===== src/rtl/aes_trigger_ctrl_pkg.sv =====
// Shared widths and FSM encoding for the AES capture sequencer and its bench.
package aes_trigger_ctrl_pkg;

    localparam int BLOCK_W = 128;
    localparam int CNT_W   = 16;
    localparam int WIN_W   = 8;

    typedef enum logic [2:0] {
        ST_IDLE = 3'd0,
        ST_PRE  = 3'd1,
        ST_RUN  = 3'd2,
        ST_POST = 3'd3,
        ST_DONE = 3'd4
    } state_t;

endpackage


===== src/rtl/aes_trigger_ctrl_if.sv =====
// Link between the communication block (master) and the sequencer (slave).
interface aes_trigger_ctrl_if;
    import aes_trigger_ctrl_pkg::*;

    // aes_start is a one-cycle request with pt_to_aes valid in the same cycle; there is no
    // backpressure, a request is taken only while idle and dropped otherwise. aes_ready is a
    // one-cycle completion pulse; ct_from_aes is valid with it and held until the next completion.
    logic               aes_start;
    logic [BLOCK_W-1:0] pt_to_aes;
    logic               aes_ready;
    logic [BLOCK_W-1:0] ct_from_aes;

    modport master (output aes_start, output pt_to_aes, input aes_ready, input ct_from_aes);
    modport slave  (input aes_start, input pt_to_aes, output aes_ready, output ct_from_aes);

endinterface


===== src/rtl/aes_trigger_ctrl_window_counter.sv =====
// Loadable down-counter timing the trigger windows before and after the core runs.
module aes_trigger_ctrl_window_counter
    import aes_trigger_ctrl_pkg::*;
(
    input  logic             clk,
    input  logic             reset,
    input  logic             load,
    input  logic [WIN_W-1:0] load_val,
    input  logic             dec,
    output logic             zero
);

    logic [WIN_W-1:0] count_q, count_d;

    always_comb begin
        count_d = count_q;
        if (load) begin
            count_d = load_val;
        end else if (dec && (count_q != '0)) begin
            count_d = count_q - 1'b1;
        end
    end

    always_ff @(posedge clk) begin
        if (reset) begin
            count_q <= '0;
        end else begin
            count_q <= count_d;
        end
    end

    assign zero = (count_q == '0);

endmodule


===== src/rtl/aes_trigger_ctrl.sv =====
// Sequences one AES operation: pre-trigger window, core run with timeout, post window, ready pulse.
module aes_trigger_ctrl
    import aes_trigger_ctrl_pkg::*;
#(
    parameter int TRIG_PRE  = 4,
    parameter int TRIG_POST = 4,
    parameter int TIMEOUT   = 1023
) (
    input  logic               clk,
    input  logic               reset,
    aes_trigger_ctrl_if.slave  host,
    output logic               core_start,
    output logic [BLOCK_W-1:0] core_pt,
    input  logic               core_done,
    input  logic [BLOCK_W-1:0] core_ct,
    output logic               trigger,
    output logic               busy,
    output logic [CNT_W-1:0]   run_cycles,
    output logic               timeout_err,
    output state_t             state_dbg
);

    // The window counter counts down to zero inclusive, so it is loaded with length-1.
    localparam logic [WIN_W-1:0] PRE_LOAD    = WIN_W'(TRIG_PRE - 1);
    localparam logic [WIN_W-1:0] POST_LOAD   = WIN_W'(TRIG_POST - 1);
    localparam logic [CNT_W-1:0] TIMEOUT_CNT = CNT_W'(TIMEOUT);

    state_t             state_q, state_d;
    logic [BLOCK_W-1:0] core_pt_q, core_pt_d;
    logic [BLOCK_W-1:0] ct_q, ct_d;
    logic [CNT_W-1:0]   run_q, run_d;
    logic               tout_q, tout_d;
    logic               core_start_q, core_start_d;
    logic               ready_q, ready_d;
    logic               trigger_q, trigger_d;
    logic               busy_q, busy_d;

    logic               win_load, win_dec, win_zero;
    logic [WIN_W-1:0]   win_load_val;

    aes_trigger_ctrl_window_counter u_window (
        .clk      (clk),
        .reset    (reset),
        .load     (win_load),
        .load_val (win_load_val),
        .dec      (win_dec),
        .zero     (win_zero)
    );

    always_comb begin
        state_d      = state_q;
        core_pt_d    = core_pt_q;
        ct_d         = ct_q;
        run_d        = run_q;
        tout_d       = tout_q;
        core_start_d = 1'b0;
        ready_d      = 1'b0;
        win_load     = 1'b0;
        win_load_val = '0;
        win_dec      = 1'b0;

        unique case (state_q)
            ST_IDLE: begin
                if (host.aes_start) begin
                    state_d      = ST_PRE;
                    core_pt_d    = host.pt_to_aes;
                    run_d        = '0;
                    tout_d       = 1'b0;
                    win_load     = 1'b1;
                    win_load_val = PRE_LOAD;
                end
            end
            ST_PRE: begin
                if (win_zero) begin
                    state_d      = ST_RUN;
                    core_start_d = 1'b1;
                    run_d        = CNT_W'(1);
                end else begin
                    win_dec = 1'b1;
                end
            end
            ST_RUN: begin
                // core_start_q marks the first RUN cycle, where a done pulse cannot be genuine.
                if (core_done && !core_start_q) begin
                    state_d      = ST_POST;
                    ct_d         = core_ct;
                    win_load     = 1'b1;
                    win_load_val = POST_LOAD;
                end else if (run_q == TIMEOUT_CNT) begin
                    state_d = ST_DONE;
                    tout_d  = 1'b1;
                    ct_d    = '0;
                    ready_d = 1'b1;
                end else if (run_q != '1) begin
                    run_d = run_q + 1'b1;
                end
            end
            ST_POST: begin
                if (win_zero) begin
                    state_d = ST_DONE;
                    ready_d = 1'b1;
                end else begin
                    win_dec = 1'b1;
                end
            end
            ST_DONE: state_d = ST_IDLE;
            default: state_d = ST_IDLE;
        endcase

        trigger_d = (state_d == ST_PRE) || (state_d == ST_RUN) || (state_d == ST_POST);
        busy_d    = (state_d != ST_IDLE);
    end

    always_ff @(posedge clk) begin
        if (reset) begin
            state_q      <= ST_IDLE;
            core_pt_q    <= '0;
            ct_q         <= '0;
            run_q        <= '0;
            tout_q       <= 1'b0;
            core_start_q <= 1'b0;
            ready_q      <= 1'b0;
            trigger_q    <= 1'b0;
            busy_q       <= 1'b0;
        end else begin
            state_q      <= state_d;
            core_pt_q    <= core_pt_d;
            ct_q         <= ct_d;
            run_q        <= run_d;
            tout_q       <= tout_d;
            core_start_q <= core_start_d;
            ready_q      <= ready_d;
            trigger_q    <= trigger_d;
            busy_q       <= busy_d;
        end
    end

    assign host.aes_ready   = ready_q;
    assign host.ct_from_aes = ct_q;
    assign core_start       = core_start_q;
    assign core_pt          = core_pt_q;
    assign trigger          = trigger_q;
    assign busy             = busy_q;
    assign run_cycles       = run_q;
    assign timeout_err      = tout_q;
    assign state_dbg        = state_q;

endmodule


===== src/flat_wrapper.sv =====
// flat-port wrapper written by rule: the top's interface ports become plain ports
module aes_trigger_ctrl_flat import aes_trigger_ctrl_pkg::*;
#(
    parameter int TRIG_PRE  = 4,
    parameter int TRIG_POST = 4,
    parameter int TIMEOUT   = 1023
)
  (clk, reset, core_start, core_pt, core_done, core_ct, trigger, busy, run_cycles, timeout_err, state_dbg, host_aes_start, host_pt_to_aes, host_aes_ready, host_ct_from_aes);
  aes_trigger_ctrl_if host_i ();
  input  logic clk;
  input  logic reset;
  output logic core_start;
  output logic [BLOCK_W-1:0] core_pt;
  input  logic core_done;
  input  logic [BLOCK_W-1:0] core_ct;
  output logic trigger;
  output logic busy;
  output logic [CNT_W-1:0] run_cycles;
  output logic timeout_err;
  output state_t state_dbg;
  input wire logic [$bits(host_i.aes_start)-1:0] host_aes_start;
  input wire logic [$bits(host_i.pt_to_aes)-1:0] host_pt_to_aes;
  output wire logic [$bits(host_i.aes_ready)-1:0] host_aes_ready;
  output wire logic [$bits(host_i.ct_from_aes)-1:0] host_ct_from_aes;
  assign host_i.aes_start = host_aes_start;
  assign host_i.pt_to_aes = host_pt_to_aes;
  assign host_aes_ready = host_i.aes_ready;
  assign host_ct_from_aes = host_i.ct_from_aes;
  aes_trigger_ctrl #(.TRIG_PRE(TRIG_PRE), .TRIG_POST(TRIG_POST), .TIMEOUT(TIMEOUT)) u_core (.clk(clk), .reset(reset), .host(host_i), .core_start(core_start), .core_pt(core_pt), .core_done(core_done), .core_ct(core_ct), .trigger(trigger), .busy(busy), .run_cycles(run_cycles), .timeout_err(timeout_err), .state_dbg(state_dbg));
endmodule

===== config.mk =====
export PLATFORM = sky130hd
export DESIGN_NAME = aes_trigger_ctrl_flat
export DESIGN_NICKNAME = d
export VERILOG_FILES = /design/src/rtl/aes_trigger_ctrl_pkg.sv /design/src/rtl/aes_trigger_ctrl_if.sv /design/src/rtl/aes_trigger_ctrl_window_counter.sv /design/src/rtl/aes_trigger_ctrl.sv /design/src/flat_wrapper.sv
export SDC_FILE = /design/constraint.sdc
export NUM_CORES = 1
export LEC_CHECK = 0
export BUFFER_PORTS_ARGS = -buffer_cell sky130_fd_sc_hd__buf_4
export CAP_MARGIN = 30
export CORE_AREA = 2 2 209 211
export DETAILED_ROUTE_END_ITERATION = 6
export DIE_AREA = 0 0 211 213
export HOLD_SLACK_MARGIN = 0.02
export PLACE_DENSITY = 0.56
export SETUP_SLACK_MARGIN = 0.4
export SYNTH_ARGS = -nofsm -noshare
export SYNTH_HDL_FRONTEND = slang
export SYNTH_HIERARCHICAL = 1
export SYNTH_SLANG_ARGS = --single-unit
export TNS_END_PERCENT = 30

===== constraint.sdc =====
create_clock -name clk -period 4.2 [get_ports clk]
set_clock_uncertainty 0.1 [all_clocks]
set_input_delay 0 -clock clk [delete_from_list [all_inputs] [get_ports clk]]
set_output_delay 0 -clock clk [all_outputs]
set_load 0.005 [all_outputs]

; Yosys cells after proc, flatten, opt, wreduce, memory -nomap -nowiden
; Cells that the tools add are included.
[op_classes]
mux = 32
bitwise_logic = 1
n_eq_ne = 14
add_sub_neg = 2
order_cmp = 0
n_reduce_logical = 19
div = 0
multipliers = 0
shifts = 0
[op_table]
columns = op, count
row1 = $mux 128, 2
row2 = $mux 16, 5
row3 = $pmux 16 s3, 1
row4 = $add 16x1->16 const B, 1
row5 = $eq 16x10->1 const B, 1
row6 = $mux 8, 2
row7 = $ne 16x16->1 const B, 1
row8 = $pmux 8 s2, 1
row9 = $mux 3, 5
row10 = $eq 3x2->1 const B, 4
row11 = $pmux 3 s4, 1
row12 = $mux 1, 10
row13 = $logic_not 8->1, 1
row14 = $ne 2x2->1 const B, 4
row15 = $reduce_bool 8->1, 1
row16 = $sub 8x1->8 const B, 1
row17 = $eq 3x1->1 const B, 2
row18 = $pmux 1 s2, 3
row19 = $reduce_and 6->1, 1
row20 = $reduce_bool 2->1, 3
row21 = $reduce_bool 3->1, 2
row22 = $mux 2, 2
row23 = $ne 2x1->1 const B, 2
row24 = $reduce_and 2->1, 2
row25 = other kinds (7), 10
[word_totals]
out_inout_bits = 280
latch_bits = 0
ramBits = 0
wordCells = 78
mem_bits_ro = 0
n_memories = 0
ff_bits = 288
inputBits = 260

; Logic depth before layout (Yosys ltp)
; Gate-level depths: netlist of run 1.
[logic_depth]
word_depth = 7
depth_mapped = 11
depth_no_buf = 9

; Cells and area by module
; Netlist of run 1, hierarchy kept.
[by_module_without_submodules]
columns = mod, cells_per_inst, area_each_um2, seq_area_each_um2, instances
row1 = aes_trigger_ctrl, 993, 9439.1, 5605.4, 1
row2 = aes_trigger_ctrl_window_counter, 59, 515.5, 160.2, 1

; Worst setup path after synthesis of run 1
; No wires, ideal clock.
[synth_path]
path_type = register -> register
from = reg u_core.u_window.count_q[2]
to = reg u_core.run_q[5], in the netlist u_core/run_cycles[5]
period_less_slack_ns = 2.720
required_ns = 4.030
arrival_time_ns = 2.549
stages_incl_launch_ff = 9
path_buffers = 1
setup_ns = 0.070
slack_ns = 1.480
path_cell_list = dfxtp_1 or4_4 nor4_1 nand3b_1 a21oi_1 nand2_1 clkbuf_1 or4_1 a21oi_1
[synth_between]
elab_chain_cells = 3
[synth_lines]
columns = item, line
row1 = from (decl), aes_trigger_ctrl_window_counter.sv:13  ; logic [WIN_W-1:0] count_q, count_d;
row2 = from (signal assigned), aes_trigger_ctrl_window_counter.sv:28  ; count_q <= count_d;
row3 = $logic_not 8->1, aes_trigger_ctrl_window_counter.sv:32  ; assign zero = (count_q == '0);
row4 = via u_core.win_zero, aes_trigger_ctrl.sv:38  ; logic win_load, win_dec, win_zero;
row5 = $ne 2x2->1 (no line), n/a
row6 = $reduce_and 6->1 (no line), n/a
row7 = to (signal assigned), aes_trigger_ctrl.sv:129  ; run_q <= run_d;
row8 = to (decl), aes_trigger_ctrl.sv:31  ; logic [CNT_W-1:0] run_q, run_d;
; The timed path passes the listed nets, and every way through them passes these cells.
; A chain may end at the register's enable or synchronous reset.

; Final worst setup path of run 1
[layout_path]
from = reg u_core.u_window.count_q[2]
to = reg u_core.run_q[15], in the netlist u_core/run_cycles[15]
; The elaborated chain is that of the path after synthesis.

==> metrics, run 1 <==
row cnt 76; largest net degree at the start of global routing 95; global-route wire length before repair 59.4 mm; Die H 213 um; worst skew pair latency about 0.52 ns; Synth top area share 57.9%; antenna violations before repair 1; CTS tree yes; width of the chip 211 um; Placer Congestion 0.755; Finished Cell Area roughly 19,000 sq um; Worst EP arrival 3.53 ns; #FFs+latches synth 288; Post-synth ARST share 0%; clock root buffer clkbuf_16; Ports between 500 and 600; CTS buffer count 35; Initial DRC Count 552; worst setup margin a little over 1 ns; 1st-pass router iterations 5; Pins Over Slew Limit 0; Avg Cell Area, Syn 9.46 sq um; most frequent cell after synthesis dfxtp_1; top_reg_cell synth dfxtp_1; Layout area overhead 87.2%; final hold vios 0; Relative slew margins 34.2%; Crit. End Element flop; PortBufs 539; post-synth cell types 54; Placed Area about 14,000 sq um; Setup crit start kind flop; Syn Std Cell Area 9950 sq um; buffer count from post-CTS setup fixing 0; clk buf depth 3; setup violators final 0; class of the worst hold path in2reg; CTS sink cnt roughly 290; Cells after Synth 1,052; Post-synth EDFFs 0; number of global-route vias before repair 11,000; final period utilization 75.8%; Final ANT Viol Nets 0; H-tree depth 2; max-cap violations 0; RSZ-0062 raised after global routing no; Sum Neg Setup Slack 0 ns; register area share after synthesis 57.9%; Final nets 2,123; status complete, no violations; most frequent cells after synthesis dfxtp_1 (288), nand2_1 (266), a21oi_1 (151), a22o_1 (127), clkbuf_1 (74); Worst-path clk slew 0.06 ns; wirelength, routed 40.0 mm; leakage power 8.30 nW; Worst EP required approximately 4.6 ns; via count 10,900; Die Area around 45,000 sq um; Starting Density 23.3%; grt ovf 0; layout cells sized above 1 between 30% and 40%; top area cells in the synthesized netlist dfxtp_1 (58%), a22o_1 (11%), nand2_1 (10%); pre-CTS setup slack about 0.8 ns; pwr dens roughly 410 nW/um^2; largest fanout on the critical path 30; DR WL/cell between 15 and 20 um; Worst Tran Pin Value 0.986 ns; placed wire-length estimate 25.6 mm; Max Clk Rate 314 MHz; CP Class reg2reg; Ys Warns 6; minimum clock period 3.18 ns; via-per-instance ratio 4.49; core box area 42,700 sq um; Peak VDD IR around 0.00032 V; area leader, netlist dfxtp_1; GRT Util Overall 16.5%; drt drc 0
[cell usage in the layout (no fill, tap or decap), types with 6 or more instances in the layout]
master,count
a21oi_1,151
a22o_1,127
and3_1,6
buf_4,546
clkbuf_1,6
clkbuf_16,35
clkbuf_8,9
conb_1,6
dfxtp_1,288
dlygate4sd3_1,303
nand2_1,265
nand3_1,11
nor2_1,10
o21ai_0,6
o31ai_1,15
or4_1,16
[worst paths after layout]
check	to	from	cells past startpoint	slack, ns
worst max-delay path	u_core/run_cycles[15]$_SDFFE_PP0P_	u_core/u_window/count_q[2]$_SDFFE_PP0P_	7	1.02
worst min-delay path	u_core/host.ct_from_aes[8]$_SDFFE_PP0P_	core_ct[8]	3	0.12
worst min register to register	u_core/core_pt[68]$_SDFFE_PP0P_	u_core/core_pt[68]$_SDFFE_PP0P_	2	0.35
worst max register to register	u_core/run_cycles[15]$_SDFFE_PP0P_	u_core/u_window/count_q[2]$_SDFFE_PP0P_	7	1.02
[sequential cells by signal, summed over array words and instances (netlist names)]
register                 cells
u_core/busy                  1
u_core/core_pt             128
u_core/core_start            1
u_core/host.aes_ready        1
u_core/host.ct_from_aes    128
u_core/run_cycles           16
u_core/state_dbg             3
u_core/timeout_err           1
u_core/trigger               1
u_core/u_window/count_q      8
[report_power, final]
part	leakage (nW)	internal, mW	switching (mW)
logic	5.40	0.813	0.718
registers	2.34	2.94	0.140
clock network	0.559	1.76	1.18
total	8.30	5.52	2.04
[critical path, stage by stage, from the launching register on]
cell	delay, ns
dfxtp_1	0.35
or4_4	0.59
nor4_1	0.53
nand3b_1	0.18
a21oi_1	0.27
nand2_2	0.33
or4_1	0.60
a21oi_1	0.16
[layer usage]
| layer | wire length, um | up-vias | GRT usage, % |
|---|---|---|---|
| met3 | 3220 | 66 | 5.00 |
| met4 | 1040 | 0 | 6.22 |
| met1 | 16400 | 5091 | 19.9 |
| met2 | 19300 | 449 | 27.8 |
| met5 | 0 | - | 0 |
| li1 | - | 5303 | - |
[per-stage QoR]
step | hold WS [ns] | cells | total power, mW | util (%)
after floorplan | 0.0179 | 1057 | 3.72 | -
final | 0.121 | 2431 | 7.56 | 43.6
after CTS | 0.0825 | 2429 | 7.65 | 43.6
after detailed placement | 0.117 | 2065 | 4.39 | 33.8
after global routing | 0.0958 | 2431 | 7.93 | 43.6
after global placement | 0.112 | 2065 | 4.37 | 33.8
[timing repair]
item,CTS,global route
hold endpoints to repair,267,0
hold buffers,303,0
resized for setup,0,1
setup endpoints to repair,0,1
[kinds of logic after synthesis]
kind of cell | share of synthesized area (%)
simple gates | 15.6
compound gates | 21.7
flops | 57.9
buf+inv | 3.96
xor+xnor | 0.352
fa+ha+maj | 0.377
other cells | 0.0377
mux | 0.101
[final cells by class]
type / instances / area [sq um]
fillers: 3945 / 24100
repair buffers: 852 / 7200
flip-flops and latches: 288 / 5770
multi-input cells: 677 / 3840
clock buffers: 50 / 1020
well taps: 546 / 683
clock inverters: 11 / 98.8
inverters: 6 / 22.5
diodes: 1 / 2.50
(Power assumes the default switching activity.)
==> run 2: changes to the inputs <==
==> constraint.sdc (replaced) <==
create_clock -name clk -period 3.2 [get_ports clk]
set_clock_uncertainty 0.1 [all_clocks]
set_input_delay 0 -clock clk [delete_from_list [all_inputs] [get_ports clk]]
set_output_delay 0 -clock clk [all_outputs]
set_load 0.005 [all_outputs]
==> metrics, run 2 (synthesis gave the netlist of run 1 again) <==
area of the multi-input gates 3840 sq um; largest net degree at the start of global routing 130; Peak VDD IR 0.000392 V; max layer used met4; setup violators final 0; worst skew pair latency 0.53 ns; max-cap violations 0; most frequent cells in the layout buf_4 (549), dfxtp_1 (288), nand2_1 (266); row cnt between 70 and 80; CTS tree yes; worst hold slack 0.145 ns; Die H roughly 210 um; WL met3 3.30 mm; Relative slew margins 33.4%; Final ANT Viol Nets 0; met2 wire len approximately 19 mm; Ports 540; GRT Util Overall roughly 16%; # diodes 0; Final nets 2,089; Worst R2R Path Depth 8; grt ovf 0; DR WL/cell 16.3 um; Register Area 5770 sq um; number of global-route vias before repair around 11,000; final hold vios 0; Crit. End Element flop; Pins Over Slew Limit 0; leakage power around 8 nW; final period utilization 82.4%; Worst EP required 3.55 ns; via-per-instance ratio about 4.5; Initial DRC Count 549; core box area approximately 43,000 sq um; placed wire-length estimate 25.8 mm; layout cells sized above 1 between 30% and 40%; PortBufs 539; Sum Neg Setup Slack 0 ns; RSZ-0062 raised after global routing yes; Worst Tran Pin Value 0.998 ns; Max Clk Rate 379 MHz; status complete, no violations; hold depth 3; antenna violations before repair 0; most common cell after layout, fill and taps aside buf_4; Fillers 3,959; Worst-path clk slew ~0.060 ns; clock root buffer clkbuf_16; Worst EP arrival 2.99 ns; minimum clock period approximately 2.6 ns; class of the worst hold path in2reg; global-route wire length before repair 58.8 mm; wirelength, routed 39.0 mm; CTS sink cnt 288; clk buf depth 3; Setup crit start kind flop; H-tree depth 2; 1st-pass router iterations 5; CTS buffer count 35; M1 WL 15.8 mm; drt drc 0; Layout area overhead 85.0%; via count 10,800; largest fanout on the critical path 30; Placer Congestion 0.768; CP Class reg2reg; Starting Density approximately a quarter; Die Area between 40,000 and 50,000 sq um; width of the chip 211 um; pwr dens ~550 nW/um^2
## run 2: changes by cell type in the layout (fill, tap and decap cells not counted), sizes merged
| cell | before | now |
|---|---|---|
| inv | 10 | 6 |
| dlygate4sd3 | 303 | 261 |
| clkbuf | 50 | 56 |
| buf | 549 | 557 |
| diode | 1 | 0 |
| bufinv | 1 | 3 |
| clkinv | 6 | 3 |
| clkinvlp | 0 | 1 |
## run 2: cell type report
type                    instances  share of cell area [%]
repair buffers                818                    37.4
flip-flops and latches        288                    31.3
multi-input cells             677                    20.9
clock buffers                  56                    5.91
well taps                     546                    3.71
clock inverters                 7                   0.632
inverters                       6                   0.122
## run 2: layer usage
| metal | vias to the layer above | GRT usage (%) |
|---|---|---|
| met4 | 0 | 6.75 |
| li1 | 5236 | - |
| met3 | 76 | 5.18 |
| met5 | - | 0 |
| met1 | 5033 | 19.3 |
| met2 | 416 | 27.2 |
## run 2: what timing repair did
| action | CTS | global route |
|---|---|---|
| setup endpoints to repair | 0 | 17 |
| hold buffers | 261 | 0 |
| resized for setup | 0 | 2 |
| hold endpoints to repair | 272 | 0 |
| setup buffers | 0 | 1 |
## run 2: path summary, 6_finish.rpt
path,startpoint,end,slack [ns]
min reg2reg,u_core/core_pt[65]$_SDFFE_PP0P_,u_core/core_pt[65]$_SDFFE_PP0P_,0.35
max reg2reg,u_core/u_window/count_q[2]$_SDFFE_PP0P_,u_core/run_cycles[7]$_SDFFE_PP0P_,0.56
max,u_core/u_window/count_q[2]$_SDFFE_PP0P_,u_core/run_cycles[7]$_SDFFE_PP0P_,0.56
min,core_ct[31],u_core/host.ct_from_aes[31]$_SDFFE_PP0P_,0.14
## run 2: critical path: stages (launching register included)
cell	delay, ns
dfxtp_1	0.35
or4_4	0.60
nor4_2	0.21
nand3b_1	0.16
a21oi_2	0.19
nand2_1	0.07
buf_4	0.23
or4_1	0.52
a21oi_1	0.15
## run 2: power by group
group / switching, mW / leakage [nW] / internal (mW)
Combinational: 0.925 / 5.19 / 1.04
Sequential: 0.181 / 2.34 / 3.86
Clock: 1.54 / 0.587 / 2.57
## run 2: stage by stage
| stage | power, mW | utilization [%] | instance area, sq um | std cells | worst slack (ns) |
|---|---|---|---|---|---|
| after floorplan | 4.88 | - | 9970 | 1057 | 0.480 |
| after global placement | 5.77 | 34.1 | 14600 | 2073 | 0.518 |
| after detailed placement | 5.80 | 34.1 | 14600 | 2073 | 0.456 |
| after CTS | 10.2 | 43.1 | 18400 | 2397 | 0.440 |
| after global routing | 10.6 | 43.1 | 18400 | 2398 | 0.372 |
| final | 10.1 | 43.1 | 18400 | 2398 | 0.563 |
